--- src/rtl/uart_cmd_comm_if.sv ---
// uart_cmd_comm_if
// Core-side bundle of the UART command front end.
//   cmd[23:0]    assembled command word (first host byte in [23:16])
//   cmd_rdy      command valid, held until acknowledged
//   clr_cmd_rdy  single-cycle acknowledge from the core
//   resp_data    response byte to serialize
//   send_resp    single-cycle request to transmit resp_data
//   resp_sent    single-cycle pulse when the response byte has left TX
//
// Handshake semantics:
//   Command path: cmd_rdy acts as "valid". The core consumes cmd while cmd_rdy=1
//   and answers with a one-cycle clr_cmd_rdy pulse, which acts as "ready+ack".
//   cmd_rdy drops on the following cycle. Until then cmd is frozen and further
//   host bytes are dropped.
//   Response path: send_resp acts as "valid". It is taken only when the
//   transmitter is idle or in its resp_sent cycle. Otherwise it is ignored.
//   resp_sent marks the end of the stop bit, and the core may issue the next
//   send_resp in that same cycle.
interface uart_cmd_comm_if;
  logic [23:0] cmd;
  logic        cmd_rdy;
  logic        clr_cmd_rdy;
  logic [7:0]  resp_data;
  logic        send_resp;
  logic        resp_sent;

  // UART front end side
  modport slave (
    output cmd, cmd_rdy, resp_sent,
    input  clr_cmd_rdy, resp_data, send_resp
  );

  // Digital core side
  modport master (
    input  cmd, cmd_rdy, resp_sent,
    output clr_cmd_rdy, resp_data, send_resp
  );
endinterface

--- src/rtl/uart_cmd_comm.sv ---
// uart_cmd_comm
// Host-side serial front end. It deserializes host UART bytes and assembles
// three of them into a 24-bit command word for the core. It also serializes
// the core's 8-bit response bytes back to the host.
// Ports:
//   clk           system clock
//   rst_n         asynchronous active-low reset
//   RX            serial input from the host (asynchronous, idle high)
//   TX            serial output to the host (idle high)
//   core          uart_cmd_comm_if.slave: cmd/cmd_rdy/clr_cmd_rdy,
//                 resp_data/send_resp/resp_sent
//   rx_state_dbg  current receive FSM state
//   tx_state_dbg  current transmit FSM state
module uart_cmd_comm #(
  parameter int BAUD_DIV     = 868,
  parameter int TIMEOUT_BITS = 32
) (
  input  logic             clk,
  input  logic             rst_n,
  input  logic             RX,
  output logic             TX,
  uart_cmd_comm_if.slave   core,
  output logic [1:0]       rx_state_dbg,
  output logic [1:0]       tx_state_dbg
);

  localparam int CW       = $clog2(BAUD_DIV + 1);
  localparam int TO_LIMIT = TIMEOUT_BITS * BAUD_DIV;
  localparam int TW       = $clog2(TO_LIMIT + 1);

  localparam logic [CW-1:0] BAUD_FULL = CW'(BAUD_DIV);
  localparam logic [CW-1:0] BAUD_HALF = CW'(BAUD_DIV / 2);
  localparam logic [CW-1:0] BAUD_M1   = CW'(BAUD_DIV - 1);
  localparam logic [TW-1:0] TO_MAX    = TW'(TO_LIMIT);

  typedef enum logic [1:0] {
    S_IDLE  = 2'd0,
    S_START = 2'd1,
    S_DATA  = 2'd2,
    S_STOP  = 2'd3
  } state_t;

  // ---------------------------------------------------------------------------
  // RX synchronizer
  // ---------------------------------------------------------------------------
  logic rx_s1, rx_s2;

  always_ff @(posedge clk or negedge rst_n) begin
    if (!rst_n) begin
      rx_s1 <= 1'b1;
      rx_s2 <= 1'b1;
    end else begin
      rx_s1 <= RX;
      rx_s2 <= rx_s1;
    end
  end

  // ---------------------------------------------------------------------------
  // RX deserializer
  // The baud counter is loaded with N and expires after N cycles, on the
  // cycle in which it reads 1. The first load is BAUD_DIV/2, so every later
  // sample falls at mid-bit.
  // ---------------------------------------------------------------------------
  state_t        rx_state, rx_state_nx;
  logic [CW-1:0] rx_cnt, rx_cnt_nx;
  logic [2:0]    rx_idx, rx_idx_nx;
  logic [7:0]    rx_shift, rx_shift_nx;
  logic          byte_vld, byte_vld_nx;
  logic          frame_err, frame_err_nx;
  logic          rx_expire;

  assign rx_expire = (rx_cnt == CW'(1));

  always_comb begin
    rx_state_nx  = rx_state;
    rx_cnt_nx    = (rx_cnt != '0) ? rx_cnt - CW'(1) : rx_cnt;
    rx_idx_nx    = rx_idx;
    rx_shift_nx  = rx_shift;
    byte_vld_nx  = 1'b0;
    frame_err_nx = 1'b0;
    case (rx_state)
      S_IDLE: begin
        if (!rx_s2) begin
          rx_state_nx = S_START;
          rx_cnt_nx   = BAUD_HALF;
        end
      end
      S_START: begin
        if (rx_expire) begin
          if (rx_s2) begin
            rx_state_nx = S_IDLE;  // start bit was only a glitch
          end else begin
            rx_state_nx = S_DATA;
            rx_cnt_nx   = BAUD_FULL;
            rx_idx_nx   = 3'd0;
          end
        end
      end
      S_DATA: begin
        if (rx_expire) begin
          rx_shift_nx = {rx_s2, rx_shift[7:1]};  // LSB arrives first
          rx_cnt_nx   = BAUD_FULL;
          if (rx_idx == 3'd7) rx_state_nx = S_STOP;
          else                rx_idx_nx   = rx_idx + 3'd1;
        end
      end
      S_STOP: begin
        if (rx_expire) begin
          rx_state_nx = S_IDLE;
          if (rx_s2) byte_vld_nx  = 1'b1;
          else       frame_err_nx = 1'b1;
        end
      end
      default: rx_state_nx = S_IDLE;
    endcase
  end

  always_ff @(posedge clk or negedge rst_n) begin
    if (!rst_n) begin
      rx_state  <= S_IDLE;
      rx_cnt    <= '0;
      rx_idx    <= 3'd0;
      rx_shift  <= 8'h00;
      byte_vld  <= 1'b0;
      frame_err <= 1'b0;
    end else begin
      rx_state  <= rx_state_nx;
      rx_cnt    <= rx_cnt_nx;
      rx_idx    <= rx_idx_nx;
      rx_shift  <= rx_shift_nx;
      byte_vld  <= byte_vld_nx;
      frame_err <= frame_err_nx;
    end
  end

  // ---------------------------------------------------------------------------
  // Command assembler with inter-byte timeout
  // rx_shift keeps the received byte while byte_vld is high, because the next
  // DATA state is at least half a bit away.
  // ---------------------------------------------------------------------------
  logic [23:0]   cmd_q;
  logic          cmd_rdy_q;
  logic [1:0]    byte_cnt;
  logic [TW-1:0] idle_cnt;
  logic          timeout_hit;
  logic          cmd_set;

  assign timeout_hit = (idle_cnt == TO_MAX);
  assign cmd_set     = byte_vld && !cmd_rdy_q && (byte_cnt == 2'd2);

  // Idle time runs only while a command is partially assembled and the line
  // is quiet. It saturates instead of wrapping.
  always_ff @(posedge clk or negedge rst_n) begin
    if (!rst_n) begin
      idle_cnt <= '0;
    end else if (rx_state != S_IDLE || byte_cnt == 2'd0) begin
      idle_cnt <= '0;
    end else if (idle_cnt != TO_MAX) begin
      idle_cnt <= idle_cnt + TW'(1);
    end
  end

  always_ff @(posedge clk or negedge rst_n) begin
    if (!rst_n) begin
      cmd_q    <= 24'h000000;
      byte_cnt <= 2'd0;
    end else if (frame_err) begin
      byte_cnt <= 2'd0;
    end else if (byte_vld) begin
      // While cmd_rdy is high, the byte is dropped and the count stays put.
      if (!cmd_rdy_q) begin
        case (byte_cnt)
          2'd0:    begin cmd_q[23:16] <= rx_shift; byte_cnt <= 2'd1; end
          2'd1:    begin cmd_q[15:8]  <= rx_shift; byte_cnt <= 2'd2; end
          default: begin cmd_q[7:0]   <= rx_shift; byte_cnt <= 2'd0; end
        endcase
      end
    end else if (timeout_hit) begin
      byte_cnt <= 2'd0;
    end
  end

  // A set takes priority over a clear. The two can only coincide when
  // cmd_rdy is already low, so the clear has nothing to undo.
  always_ff @(posedge clk or negedge rst_n) begin
    if (!rst_n)                cmd_rdy_q <= 1'b0;
    else if (cmd_set)          cmd_rdy_q <= 1'b1;
    else if (core.clr_cmd_rdy) cmd_rdy_q <= 1'b0;
  end

  assign core.cmd     = cmd_q;
  assign core.cmd_rdy = cmd_rdy_q;

  // ---------------------------------------------------------------------------
  // TX serializer
  // The counter loads BAUD_DIV-1 at each bit boundary, and the bit ends on
  // the cycle it reads 0. The last stop-bit cycle is also the resp_sent cycle
  // and accepts a new request, so frames can run back to back.
  // ---------------------------------------------------------------------------
  state_t        tx_state, tx_state_nx;
  logic [CW-1:0] tx_cnt, tx_cnt_nx;
  logic [2:0]    tx_idx, tx_idx_nx;
  logic [7:0]    tx_shift, tx_shift_nx;
  logic          tx_q, tx_nx;
  logic          tx_bit_end;
  logic          tx_done;
  logic          tx_accept;

  assign tx_bit_end = (tx_cnt == '0);
  assign tx_done    = (tx_state == S_STOP) && tx_bit_end;
  assign tx_accept  = core.send_resp && ((tx_state == S_IDLE) || tx_done);

  always_comb begin
    tx_state_nx = tx_state;
    tx_cnt_nx   = (tx_cnt != '0) ? tx_cnt - CW'(1) : tx_cnt;
    tx_idx_nx   = tx_idx;
    tx_shift_nx = tx_shift;
    tx_nx       = tx_q;
    case (tx_state)
      S_IDLE: tx_nx = 1'b1;
      S_START: begin
        if (tx_bit_end) begin
          tx_state_nx = S_DATA;
          tx_cnt_nx   = BAUD_M1;
          tx_idx_nx   = 3'd0;
          tx_nx       = tx_shift[0];
        end
      end
      S_DATA: begin
        if (tx_bit_end) begin
          tx_cnt_nx = BAUD_M1;
          if (tx_idx == 3'd7) begin
            tx_state_nx = S_STOP;
            tx_nx       = 1'b1;
          end else begin
            tx_idx_nx   = tx_idx + 3'd1;
            tx_shift_nx = {1'b0, tx_shift[7:1]};
            tx_nx       = tx_shift[1];
          end
        end
      end
      S_STOP: begin
        if (tx_bit_end) tx_state_nx = S_IDLE;
      end
      default: tx_state_nx = S_IDLE;
    endcase
    if (tx_accept) begin
      tx_state_nx = S_START;
      tx_cnt_nx   = BAUD_M1;
      tx_shift_nx = core.resp_data;
      tx_nx       = 1'b0;
    end
  end

  always_ff @(posedge clk or negedge rst_n) begin
    if (!rst_n) begin
      tx_state <= S_IDLE;
      tx_cnt   <= '0;
      tx_idx   <= 3'd0;
      tx_shift <= 8'h00;
      tx_q     <= 1'b1;
    end else begin
      tx_state <= tx_state_nx;
      tx_cnt   <= tx_cnt_nx;
      tx_idx   <= tx_idx_nx;
      tx_shift <= tx_shift_nx;
      tx_q     <= tx_nx;
    end
  end

  assign TX             = tx_q;
  assign core.resp_sent = tx_done;
  assign rx_state_dbg   = rx_state;
  assign tx_state_dbg   = tx_state;

endmodule
--- src/flat_wrapper.sv ---
// flat-port wrapper written by rule: the top's interface ports become plain ports
module uart_cmd_comm_flat 
#(
  parameter int BAUD_DIV     = 868,
  parameter int TIMEOUT_BITS = 32
)
  (clk, rst_n, RX, TX, rx_state_dbg, tx_state_dbg, core_cmd, core_cmd_rdy, core_resp_sent, core_clr_cmd_rdy, core_resp_data, core_send_resp);
  uart_cmd_comm_if core_i ();
  input  logic clk;
  input  logic rst_n;
  input  logic RX;
  output logic TX;
  output logic [1:0] rx_state_dbg;
  output logic [1:0] tx_state_dbg;
  output wire logic [$bits(core_i.cmd)-1:0] core_cmd;
  output wire logic [$bits(core_i.cmd_rdy)-1:0] core_cmd_rdy;
  output wire logic [$bits(core_i.resp_sent)-1:0] core_resp_sent;
  input wire logic [$bits(core_i.clr_cmd_rdy)-1:0] core_clr_cmd_rdy;
  input wire logic [$bits(core_i.resp_data)-1:0] core_resp_data;
  input wire logic [$bits(core_i.send_resp)-1:0] core_send_resp;
  assign core_cmd = core_i.cmd;
  assign core_cmd_rdy = core_i.cmd_rdy;
  assign core_resp_sent = core_i.resp_sent;
  assign core_i.clr_cmd_rdy = core_clr_cmd_rdy;
  assign core_i.resp_data = core_resp_data;
  assign core_i.send_resp = core_send_resp;
  uart_cmd_comm #(.BAUD_DIV(BAUD_DIV), .TIMEOUT_BITS(TIMEOUT_BITS)) u_core (.clk(clk), .rst_n(rst_n), .RX(RX), .TX(TX), .core(core_i), .rx_state_dbg(rx_state_dbg), .tx_state_dbg(tx_state_dbg));
endmodule
--- config.mk ---
export PLATFORM = sky130hd
export DESIGN_NAME = uart_cmd_comm_flat
export DESIGN_NICKNAME = d
export VERILOG_FILES = /design/src/rtl/uart_cmd_comm_if.sv /design/src/rtl/uart_cmd_comm.sv /design/src/flat_wrapper.sv
export SDC_FILE = /design/constraint.sdc
export NUM_CORES = 1
export LEC_CHECK = 0
export BUFFER_PORTS_ARGS = -buffer_cell sky130_fd_sc_hd__buf_2
export CAP_MARGIN = 20
export CORE_ASPECT_RATIO = 1.2
export CORE_MARGIN = 5
export CORE_UTILIZATION = 36
export DETAILED_ROUTE_END_ITERATION = 10
export HOLD_SLACK_MARGIN = 0.1
export PLACE_DENSITY = 0.49
export SKIP_LAST_GASP = 1
export SLEW_MARGIN = 20
export SYNTH_ARGS = -nofsm -noshare
export SYNTH_HDL_FRONTEND = slang
export SYNTH_SLANG_ARGS = --single-unit
--- constraint.sdc ---
create_clock -name clk -period 6 [get_ports clk]
set_input_delay 0.6 -clock clk [delete_from_list [all_inputs] [get_ports clk]]
set_output_delay 0.6 -clock clk [all_outputs]
set_load 0.05 [all_outputs]
# Word-level counts from Yosys, hierarchy flattened
# Index checks and enable logic that the tools add are counted.
dict set report totals {
  in_bits 13
  reg_bits 93
  out_inout_bits 31
  word_cells 148
}
dict set report classes {
  reduce_logical 36
  n_mux 56
  bitwise 3
  addsub 5
  eq_ne 29
}
# op n
set ops {}
lappend ops {{10-bit two-way mux} 9}
lappend ops {{8-bit two-way mux} 4}
lappend ops {{15-bit two-way mux} 2}
lappend ops {{2-bit two-way mux} 15}
lappend ops {{10-bit one-hot mux with 3 select lines} 1}
lappend ops {{3-bit two-way mux} 7}
lappend ops {{10-bit nonzero test} 2}
lappend ops {{10-bit by 1-bit subtractor with 10-bit output (second input constant)} 2}
lappend ops {{4-bit AND reduction} 4}
lappend ops {{15-bit by 1-bit adder with 15-bit output (second input constant)} 1}
lappend ops {{15-bit equality test (second input constant)} 1}
lappend ops {{15-bit inequality test (second input constant)} 1}
lappend ops {{5-bit AND reduction} 3}
lappend ops {{2-bit by 1-bit inequality test with 1-bit output (second input constant)} 7}
lappend ops {{2-bit nonzero test} 7}
lappend ops {{1-bit two-way mux} 12}
lappend ops {{3-bit by 1-bit inequality test with 1-bit output (second input constant)} 4}
lappend ops {{3-bit one-hot mux with 2 select lines} 2}
lappend ops {{10-bit by 1-bit equality test with 1-bit output (second input constant)} 1}
lappend ops {{2-bit equality test (second input constant)} 5}
lappend ops {{10-bit logical NOT} 1}
lappend ops {{2-bit inequality test (second input constant)} 4}
lappend ops {{2-bit one-hot mux with 4 select lines} 1}
lappend ops {{4-bit nonzero test} 2}
lappend ops {{16 further kinds} 31}

# Longest topological paths before layout
# Gate-level depths: netlist of the first run.
dict set report logic_depth {
  ltp_word 6
  ltp_mapped 9
  mapped_depth_nobuf 9
}

# Least setup slack after synthesis of the first run
# Ideal clock, no wire load.
dict set report synth_path {
  path_kind {register -> output}
  from {register u_core.tx_state[1], in the netlist u_core.tx_state_dbg[1]}
  to {output core_resp_sent}
  path_slack_ns 2.811
  arrival_time_ns 2.589
  path_stages_with_launch 4
  required_time_ns 5.400
  n_path_buf 0
  cell_sequence {dfrtp_1 -> ha_1 -> inv_1 -> nor4_1}
}
dict set report synth_via {
  elab_chain_len 2
}
# item line_no
set synth_lines {}
lappend synth_lines {{start: declaration} uart_cmd_comm.sv:200} ;# state_t tx_state, tx_state_nx;
lappend synth_lines {{start signal: assignment} uart_cmd_comm.sv:263} ;# tx_state <= tx_state_nx;
lappend synth_lines {{2-bit equality test} uart_cmd_comm.sv:210} ;# assign tx_done = (tx_state == S_STOP) && tx_bit_end;
lappend synth_lines {{1-bit logical AND} uart_cmd_comm.sv:210}
lappend synth_lines {{end: declaration} flat_wrapper.sv:17} ;# output wire logic [$bits(core_i.resp_sent)-1:0] core_resp_sent;
# No other way between the ends.

# Worst setup path after layout of the first run
dict set report layout_path {
  from {register u_core.tx_cnt[0]}
  to {register u_core.tx_cnt[0]}
}
dict set report layout_via {
  elab_chain_len 5
  word_cells_on_any_way 10
  classes_between {1 x add/sub; 4 x mux; 5 x reduce/logical}
}
# item line_no
set layout_lines {}
lappend layout_lines {{start: declaration} uart_cmd_comm.sv:201} ;# logic [CW-1:0] tx_cnt, tx_cnt_nx;
lappend layout_lines {{start signal: assignment} uart_cmd_comm.sv:264} ;# tx_cnt <= tx_cnt_nx;
lappend layout_lines {{10-bit by 1-bit subtractor with 10-bit output, or another cell as far along} uart_cmd_comm.sv:215} ;# tx_cnt_nx = (tx_cnt != '0) ? tx_cnt - CW'(1) : tx_cnt;
lappend layout_lines {{10-bit two-way mux or 1-bit logical AND (tied branches)} {uart_cmd_comm.sv:215, uart_cmd_comm.sv:210}}
lappend layout_lines {{10-bit two-way mux or 1-bit logical OR (tied branches)} {uart_cmd_comm.sv:222, uart_cmd_comm.sv:230, uart_cmd_comm.sv:211}}
lappend layout_lines {{10-bit two-way mux or 1-bit logical AND (tied branches)} n/a}
lappend layout_lines {{10-bit two-way mux *} uart_cmd_comm.sv:247} ;# if (tx_accept) begin
lappend layout_lines {{named net u_core.tx_cnt_nx[0]} uart_cmd_comm.sv:201}
# Mark *: on every way through the listed nets, which the timed path passes. The rest lies on a longest branch.
# A chain may end at the register's enable or synchronous reset.

==> summary by stage, run 1 <==
Status
The run finished with clean final reports.

Synth
By area the synthesized netlist is led by sky130_fd_sc_hd__dfrtp_1 47%, sky130_fd_sc_hd__mux2_2 8.1%, sky130_fd_sc_hd__ha_1 5.5%. The post-synthesis sequential area ratio is 0.491. The proportion of netlist area held by the largest area contributor is 0.475. The async set-reset flop share out of synthesis is 1.00. The leading register cell type out of synthesis is sky130_fd_sc_hd__dfrtp_1. The area of the mapped netlist is 0.00474 mm². Synthesis produced a netlist with a net count of 474. The biggest area contributor in the post-synthesis netlist is sky130_fd_sc_hd__dfrtp_1. The Yosys step of the flow raised 0 warnings. The mux share of post-synthesis cell area is 0.108. Synthesis produced a netlist whose cell count is 440. The netlist uses 64 different library cells. The synthesized-area fraction occupied by adder cells is 0.0554. The combinational family with the most area after synthesis is simple AND/OR/NAND/NOR gates. Of the total synthesized cell area, the portion taken by AND, OR, NAND and NOR gates is 0.172.

The compound-cell area share of the yosys netlist came to 0.123. Counting flops with a built-in enable in the synthesized netlist gives 0. The count of state elements after synthesis is 93. The per-instance average area after synthesis is 10.8 µm². Of the total synthesized cell area, the portion taken by XOR and XNOR cells is 0.0240.

GRT
The overall fraction of global-route tracks in use is 0.138. Global routing finished with a remaining overflow of 0. The via count of the first global-routing pass is 3,557. The initial antenna violation count was 0. The pin count of the biggest net entering global routing is 71. The first global-routing pass estimated 17,500 µm of wire.

Finish
For this run, the number of standard cells in the final layout without fillers is 659. The fraction of final layout cells sized beyond drive strength 1 is 0.222. The commonest non-fill, non-tap cell in the layout is sky130_fd_sc_hd__dfrtp_1. The total number of nets in the final design is 520. Once layout is complete, the utilization of the core stands at 0.418. Once layout is done, the placed cells without fillers occupy 0.00547 mm².

In the layout the commonest cells are 90 x sky130_fd_sc_hd__dfrtp_1, 42 x sky130_fd_sc_hd__buf_2, 36 x sky130_fd_sc_hd__nand2_1. The number of filler cells placed in the layout is 1,250. The number of diodes added for antenna fixing is 0. Relative to the synthesized area, the layout overhead comes to 15.2%.

Worst setup path
The worst setup path is captured at a register. In this run the critical register-to-register path is captured at u_core.tx_cnt[0]$_DFF_PN0_. The startpoint of the worst register-to-register path is u_core.tx_cnt[0]$_DFF_PN0_. The worst endpoint data arrival time is 2910 ps.

The data required time at the worst endpoint is 6230 ps. The worst reg-to-reg path cell count is 8. The critical-path maximum fanout is 13. Tracing the worst setup path back leads to its startpoint at u_core.tx_cnt[0]$_DFF_PN0_. Following the worst setup path forward leads to its endpoint at u_core.tx_cnt[0]$_DFF_PN0_.

The class of the most critical setup path is register to register. STA classifies the critical path startpoint as a register. In this run the register-to-register setup slack is 3310 ps.

Place
The number of input and output port buffers inserted is 43. Counting tap cells, the placed design contains a total of 643 instances. The congestion estimate from routability-driven global placement came to 0.810. The detailed-placement wirelength estimate is 7110 µm.

The worst setup slack before clock tree synthesis is 3290 ps. Once placement finished, the instance area stood at 0.00514 mm².

STA
Across all hold checks on the routed design, the worst slack comes to 147 ps. The highest clock frequency the design can meet is 372 MHz. The setup slack of the critical path after layout is 3310 ps. The clock period minus final worst setup slack is 2690 ps. The worst setup skew after layout is 6.31 ps. Setup repair after global routing left no endpoint under its margin. The post-route clock period utilization is 0.448. The final number of max-transition violations is 0.

Headroom to the max-slew limit came out at 0.421. Setup violations remaining at the end of the flow were counted as 0. The number of hold violations in the final report came to 0. Summed over all failing endpoints, the final setup total negative slack is 0 ps. The measured slew at the worst slew-check pin is 869 ps.

Clocking
The CTS buffer count is 9. The deepest level of the CTS H-tree is 3. Buffers added to address setup during post-CTS repair amount to 0.

After clock tree synthesis, the flow added hold-fix buffers numbering 0. TritonCTS built the clock tree. The clock passes through at most 2 buffers. The clock edge transition at the registers on the reported setup and hold paths is 60 ps. The root buffer cell is sky130_fd_sc_hd__clkbuf_16. For the worst-skew pair, the clock arrives at the later sink with an insertion delay of 340 ps. Clock tree synthesis found a total of 93 sinks. Once the clock tree was built, the resizer swapped 0 gates to a different size.

Drt
The number of detailed-routing iterations run before antenna repair is 4. Using the TritonRoute via totals, the vias-per-cell ratio works out to 5.24. The first routing iteration left 91 violations. The number of nets with antenna violations after detailed routing is 0.

The total wire length after detailed routing is 9840 µm. The count of vias placed by the detailed router is 3,454. The routed wire length per instance is 14.9 µm. After detailed routing, the number of remaining DRC violations is 0.

Floorplan
The die covers 0.0156 mm². The core area is 0.0131 mm². The height of the die is 136 µm.

44 I/O pins were placed. For this configuration, the core starts out at a cell density of 0.363. The total number of placement rows is 46. Measured along the x axis, the die boundary spans 115 µm.

Power
IR analysis of the VDD net gives a maximum drop of 0.000131 V. The power density normalized to cell area is 313 mW/mm². The analysis attributes to cell leakage a power of 2.53 nW. The overall power of the completed layout is 1.71 mW.

Job
The count of max-cap constraint violations is 0.

Hold path
The class of the worst hold path is primary input to asynchronous set/reset pin.
## how the worst min path moves through the flow
stage / from / depth (start not counted) / to / slack [ps]
global route: rst_n / 1 / u_core.tx_cnt[6]$_DFF_PN0_ / 180
global placement: u_core.rx_s1$_DFF_PN1_ / 0 / u_core.rx_s2$_DFF_PN1_ / 350
detailed placement: u_core.rx_s1$_DFF_PN1_ / 0 / u_core.rx_s2$_DFF_PN1_ / 350
CTS: rst_n / 1 / u_core.tx_cnt[6]$_DFF_PN0_ / 160
finish: rst_n / 1 / u_core.tx_cnt[6]$_DFF_PN0_ / 150
floorplan: rst_n / 0 / asynchronous set/reset pin / 300
## Yosys cell counts (5+ instances only)
master                     instances
sky130_fd_sc_hd__a21oi_1          21
sky130_fd_sc_hd__clkbuf_1          5
sky130_fd_sc_hd__dfrtp_1          90
sky130_fd_sc_hd__ha_1             21
sky130_fd_sc_hd__inv_1            17
sky130_fd_sc_hd__mux2_2           34
sky130_fd_sc_hd__mux2i_1          13
sky130_fd_sc_hd__nand2_1          36
sky130_fd_sc_hd__nand2b_1          9
sky130_fd_sc_hd__nand3_1          13
sky130_fd_sc_hd__nand4_1           8
sky130_fd_sc_hd__nor2_1           27
sky130_fd_sc_hd__nor3_1            7
sky130_fd_sc_hd__nor4_1            6
sky130_fd_sc_hd__nor4b_1           5
sky130_fd_sc_hd__o21ai_0          15
sky130_fd_sc_hd__o21ai_1          10
sky130_fd_sc_hd__or3_1            10
sky130_fd_sc_hd__xnor2_1           7
sky130_fd_sc_hd__xor2_1            6
## critical path, stage by stage, from the launching register on
cell and delay (ps):
sky130_fd_sc_hd__dfrtp_1 410, sky130_fd_sc_hd__inv_1 90, sky130_fd_sc_hd__ha_1 170, sky130_fd_sc_hd__or4b_4 510, sky130_fd_sc_hd__nor3_2 660, sky130_fd_sc_hd__inv_2 190, sky130_fd_sc_hd__ha_1 320, sky130_fd_sc_hd__o21ai_0 140
sky130_fd_sc_hd__nand2b_1 80
## where the power goes
group / internal (mW) / total (mW) / switching (mW) / leakage, nW
clock: 0.369 / 0.615 / 0.247 / 0.157
combinational: 0.135 / 0.340 / 0.205 / 1.15
sequential: 0.694 / 0.756 / 0.0622 / 1.22
total: 1.20 / 1.71 / 0.513 / 2.53
## layer usage
layer | vias to the layer above | global-route usage | part of all wire
met2 | 34 | 0.231 | 0.51
met5 | - | 0 | 0
met4 | 0 | 0.0476 | 0.016
li1 | 1709 | - | -
met1 | 1697 | 0.178 | 0.46
met3 | 14 | 0.0268 | 0.023
## flip-flops by register name (all words and copies together), names as in the netlist, 2 cells and up, named ones only
signal and count:
u_core.tx_shift 8, u_core.rx_cnt 10, u_core.core.cmd 24, u_core.idle_cnt 15, u_core.tx_cnt 10, u_core.tx_state_dbg 2
u_core.tx_idx 3, u_core.rx_idx 3, u_core.rx_shift 8, u_core.byte_cnt 2
## final cells by class
| type | count | area (µm²) | area share |
|---|---|---|---|
| clock inverters | 6 | 95.1 | 0.0174 |
| clock buffers | 10 | 229 | 0.0419 |
| repair buffers | 46 | 240 | 0.0440 |
| well taps | 168 | 210 | 0.0385 |
| flip-flops and latches | 93 | 2330 | 0.427 |
| inverters | 18 | 67.6 | 0.0124 |
| multi-input cells | 318 | 2290 | 0.419 |
## cell families (layout without fill, tap and decap cells)
kind of cell    Yosys count  in the layout
compound gates           88             88
xor+xnor                 13             13
fa+ha+maj                21             21
buf+inv                  29             80
flops                    93             93
mux                      47             47
simple gates            149            149
(Power assumes the default switching activity.)
==> inputs of run 2 (changes only) <==
--- a/config.mk
+++ b/config.mk
@@ -12,7 +12,7 @@
 export CORE_UTILIZATION = 36
 export DETAILED_ROUTE_END_ITERATION = 10
 export HOLD_SLACK_MARGIN = 0.1
-export PLACE_DENSITY = 0.49
+export PLACE_DENSITY = 0.51
 export SKIP_LAST_GASP = 1
 export SLEW_MARGIN = 20
 export SYNTH_ARGS = -nofsm -noshare
==> constraint.sdc (replaced) <==
create_clock -name clk -period 2.18 [get_ports clk]
set_input_delay 0.218 -clock clk [delete_from_list [all_inputs] [get_ports clk]]
set_output_delay 0.218 -clock clk [all_outputs]
set_load 0.05 [all_outputs]
==> summary by stage, run 2 (same netlist as run 1, synthesis figures left out) <==
Status
The flow ran to the end, and the final reports show no timing, DRC or antenna violations.

GRT
The wire length of the first global-routing pass is 17,700 µm. The pin count of the biggest net entering global routing is 51. The via count of the first global-routing pass is 3,646. The overall fraction of global-route tracks in use is 0.142.

For this run the aggregate overflow at the end of global routing stands at 0. The initial antenna violation count was 0.

STA
Setup repair after global routing could not meet its margin everywhere. The number of endpoints failing setup at the final stage is 0. Between clock sinks in the finished design, the worst skew comes to 8.15 ps. At the pin with the least slew margin, the transition time is 474 ps. The final number of max-transition violations is 0. Headroom to the max-slew limit came out at 0.681. The tightest hold path in the finished design has a slack of 272 ps.

Summed over all failing endpoints, the final setup total negative slack is 0 ps. The number of hold violations in the final report came to 0. The highest clock frequency the design can meet is 463 MHz. The clock period minus final worst setup slack is 2160 ps.

Of the available clock period, the critical path in the final layout requires 0.990.

Finish
The register with the most flip-flops in the layout has 24 of them. The fraction of final layout cells sized beyond drive strength 1 is 0.255. The number of diodes added for antenna fixing is 0. The combined area of the multi-input logic cells is 0.00234 mm².

Compared with the post-synthesis result, the final layout area differs by 21.4%. The library cell used most frequently in the layout, excluding fill and tap cells, is sky130_fd_sc_hd__dfrtp_1. Measured on the finished design, the core utilization comes to 0.441.

Counting the fill cells in the layout gives 1,234. The total number of nets in the final design is 550. Leaving out fill and tap cells, the most frequent cells in the layout are 90 x sky130_fd_sc_hd__dfrtp_1, 41 x sky130_fd_sc_hd__buf_2, 36 x sky130_fd_sc_hd__nand2_1. Across the whole layout, storage elements account for 0.00233 mm².

Clocking
After clock tree synthesis, the clock-pin slew on the worst setup and hold paths is 80 ps. Clock tree synthesis selected as its root buffer the cell sky130_fd_sc_hd__clkbuf_16. CTS saw 93 sinks. The clock passes through at most 2 buffers. The CTS buffer count is 9. The insertion delay of the later-clocked pin in the worst-skew pair is 350 ps.

The deepest level of the CTS H-tree is 3. The TritonCTS clock tree is done.

Drt
The count of vias placed by the detailed router is 3,652. The number of DRC violations after detailed-routing iteration 0 is 134. The total wire length after detailed routing is 10,400 µm. The routed wire length per instance is 15.1 µm. For this run, the detailed router's first-pass iteration total came to 4. The number of remaining DRC errors is 0.

The vias per cell is 5.30. Once detail routing completed, the nets flagged for antenna violations numbered 0.

Place
The number of input and output port buffers inserted is 43. Once detailed placement completed, the half-perimeter wirelength came to 7330 µm. The congestion estimate from routability-driven global placement came to 0.802.

Job
The count of max-cap constraint violations is 0.

Floorplan
The total number of placement rows is 46. The number of ports placed on the die boundary is 44. For this configuration, the core starts out at a cell density of 0.363. The die covers 0.0156 mm². The die width is 115 µm.

In this run the standard cell core region covers 0.0131 mm². The height of the die is 136 µm.

Worst setup path
In this run the worst setup path begins at u_core.tx_cnt[1]$_DFF_PN0_. The worst setup path is launched from a register. The data required time at the worst endpoint is 2410 ps. The capturing element of the worst setup path is u_core.tx_shift[5]$_DFFE_PN0P_. The endpoint type of the worst setup path is a register. The endpoint identified for the worst register-to-register timing path is u_core.tx_shift[5]$_DFFE_PN0P_.

The reg-to-reg setup timing slack is 20 ps. The worst reg-to-reg path cell count is 6. Data on the critical path arrives at its endpoint at 2390 ps. Of all nets on the critical path, the largest fanout is 6.

In this run the critical register-to-register path is launched from u_core.tx_cnt[1]$_DFF_PN0_. The critical path in this run is classified as register to register.

Power
IR analysis of the VDD net gives a maximum drop of 0.000441 V. The power density normalized to cell area is 830 mW/mm². The analysis attributes to cell leakage a power of 2.67 nW.

Hold path
The class of the worst hold path is primary input to asynchronous set/reset pin.
run 2: changes by cell type in the layout (fill, tap and decap cells not counted), moves of 2 or more:
cell and change:
sky130_fd_sc_hd__clkinv_4 -2, sky130_fd_sc_hd__clkinv_8 +3, sky130_fd_sc_hd__bufinv_16 -2, sky130_fd_sc_hd__nor4_4 +2, sky130_fd_sc_hd__dlygate4sd3_1 +11, sky130_fd_sc_hd__buf_4 +18, sky130_fd_sc_hd__inv_2 +2, sky130_fd_sc_hd__inv_1 -2
run 2: worst min-delay path by stage:
stage          startpoint                        endpoint  slack [ps]  cells after the start
5_1_grt             rst_n  u_core.rx_shift[6]$_DFFE_PN0P_         290                      2
2_1_floorplan       rst_n      asynchronous set/reset pin         -80                      0
3_3_place_gp        rst_n    u_core.rx_idx[1]$_DFFE_PN0P_         100                      1
4_1_cts             rst_n  u_core.rx_shift[6]$_DFFE_PN0P_         270                      2
6_report            rst_n  u_core.rx_shift[6]$_DFFE_PN0P_         270                      2
3_5_place_dp        rst_n    u_core.rx_idx[1]$_DFFE_PN0P_         110                      1
run 2: routing by layer:
metal	part of all wire	track usage
met1	0.44	0.178
met2	0.51	0.234
met3	0.029	0.0371
met4	0.020	0.0509
met5	0	0
run 2: power breakdown:
part           internal, mW  total [mW]  switching, mW  leakage (nW)
combinational         0.490        1.10          0.608          1.30
sequential             1.91        2.08          0.176          1.22
clock                 0.821        1.60          0.777         0.151
total                  3.22        4.78           1.56          2.67
run 2: layout make-up:
class | count | area share
inverters | 18 | 0.0117
multi-input cells | 319 | 0.406
repair buffers | 75 | 0.0869
well taps | 168 | 0.0365
flip-flops and latches | 93 | 0.405
clock buffers | 9 | 0.0391
clock inverters | 7 | 0.0150
run 2: what timing repair did:
action	CTS	global route
pin swaps	0	3
buffers inserted	0	3
gates cloned	0	1
hold buffers	11	0
hold endpoints to repair	74	0
resized for setup	1	7
setup endpoints to repair	2	23
run 2: metrics by stage:
stage | instance area (µm²) | instances | power, mW | setup WS (ps)
finish | 5760 | 689 | 4.78 | 21.3
floorplan | 4760 | 440 | 2.81 | 67.9
global placement | 5280 | 658 | 3.12 | 73.1
global route | 5760 | 689 | 5.09 | -76.0
detailed placement | 5280 | 658 | 3.14 | 28.9
CTS | 5700 | 685 | 4.79 | -9.80
run 2: worst max-delay path, cell delays in order (launching register included):
cell and delay (ps):
sky130_fd_sc_hd__dfrtp_1 390, sky130_fd_sc_hd__inv_2 80, sky130_fd_sc_hd__ha_4 130, sky130_fd_sc_hd__or4b_4 520, sky130_fd_sc_hd__or4_4 610, sky130_fd_sc_hd__mux2i_2 210
sky130_fd_sc_hd__o21ai_1 90
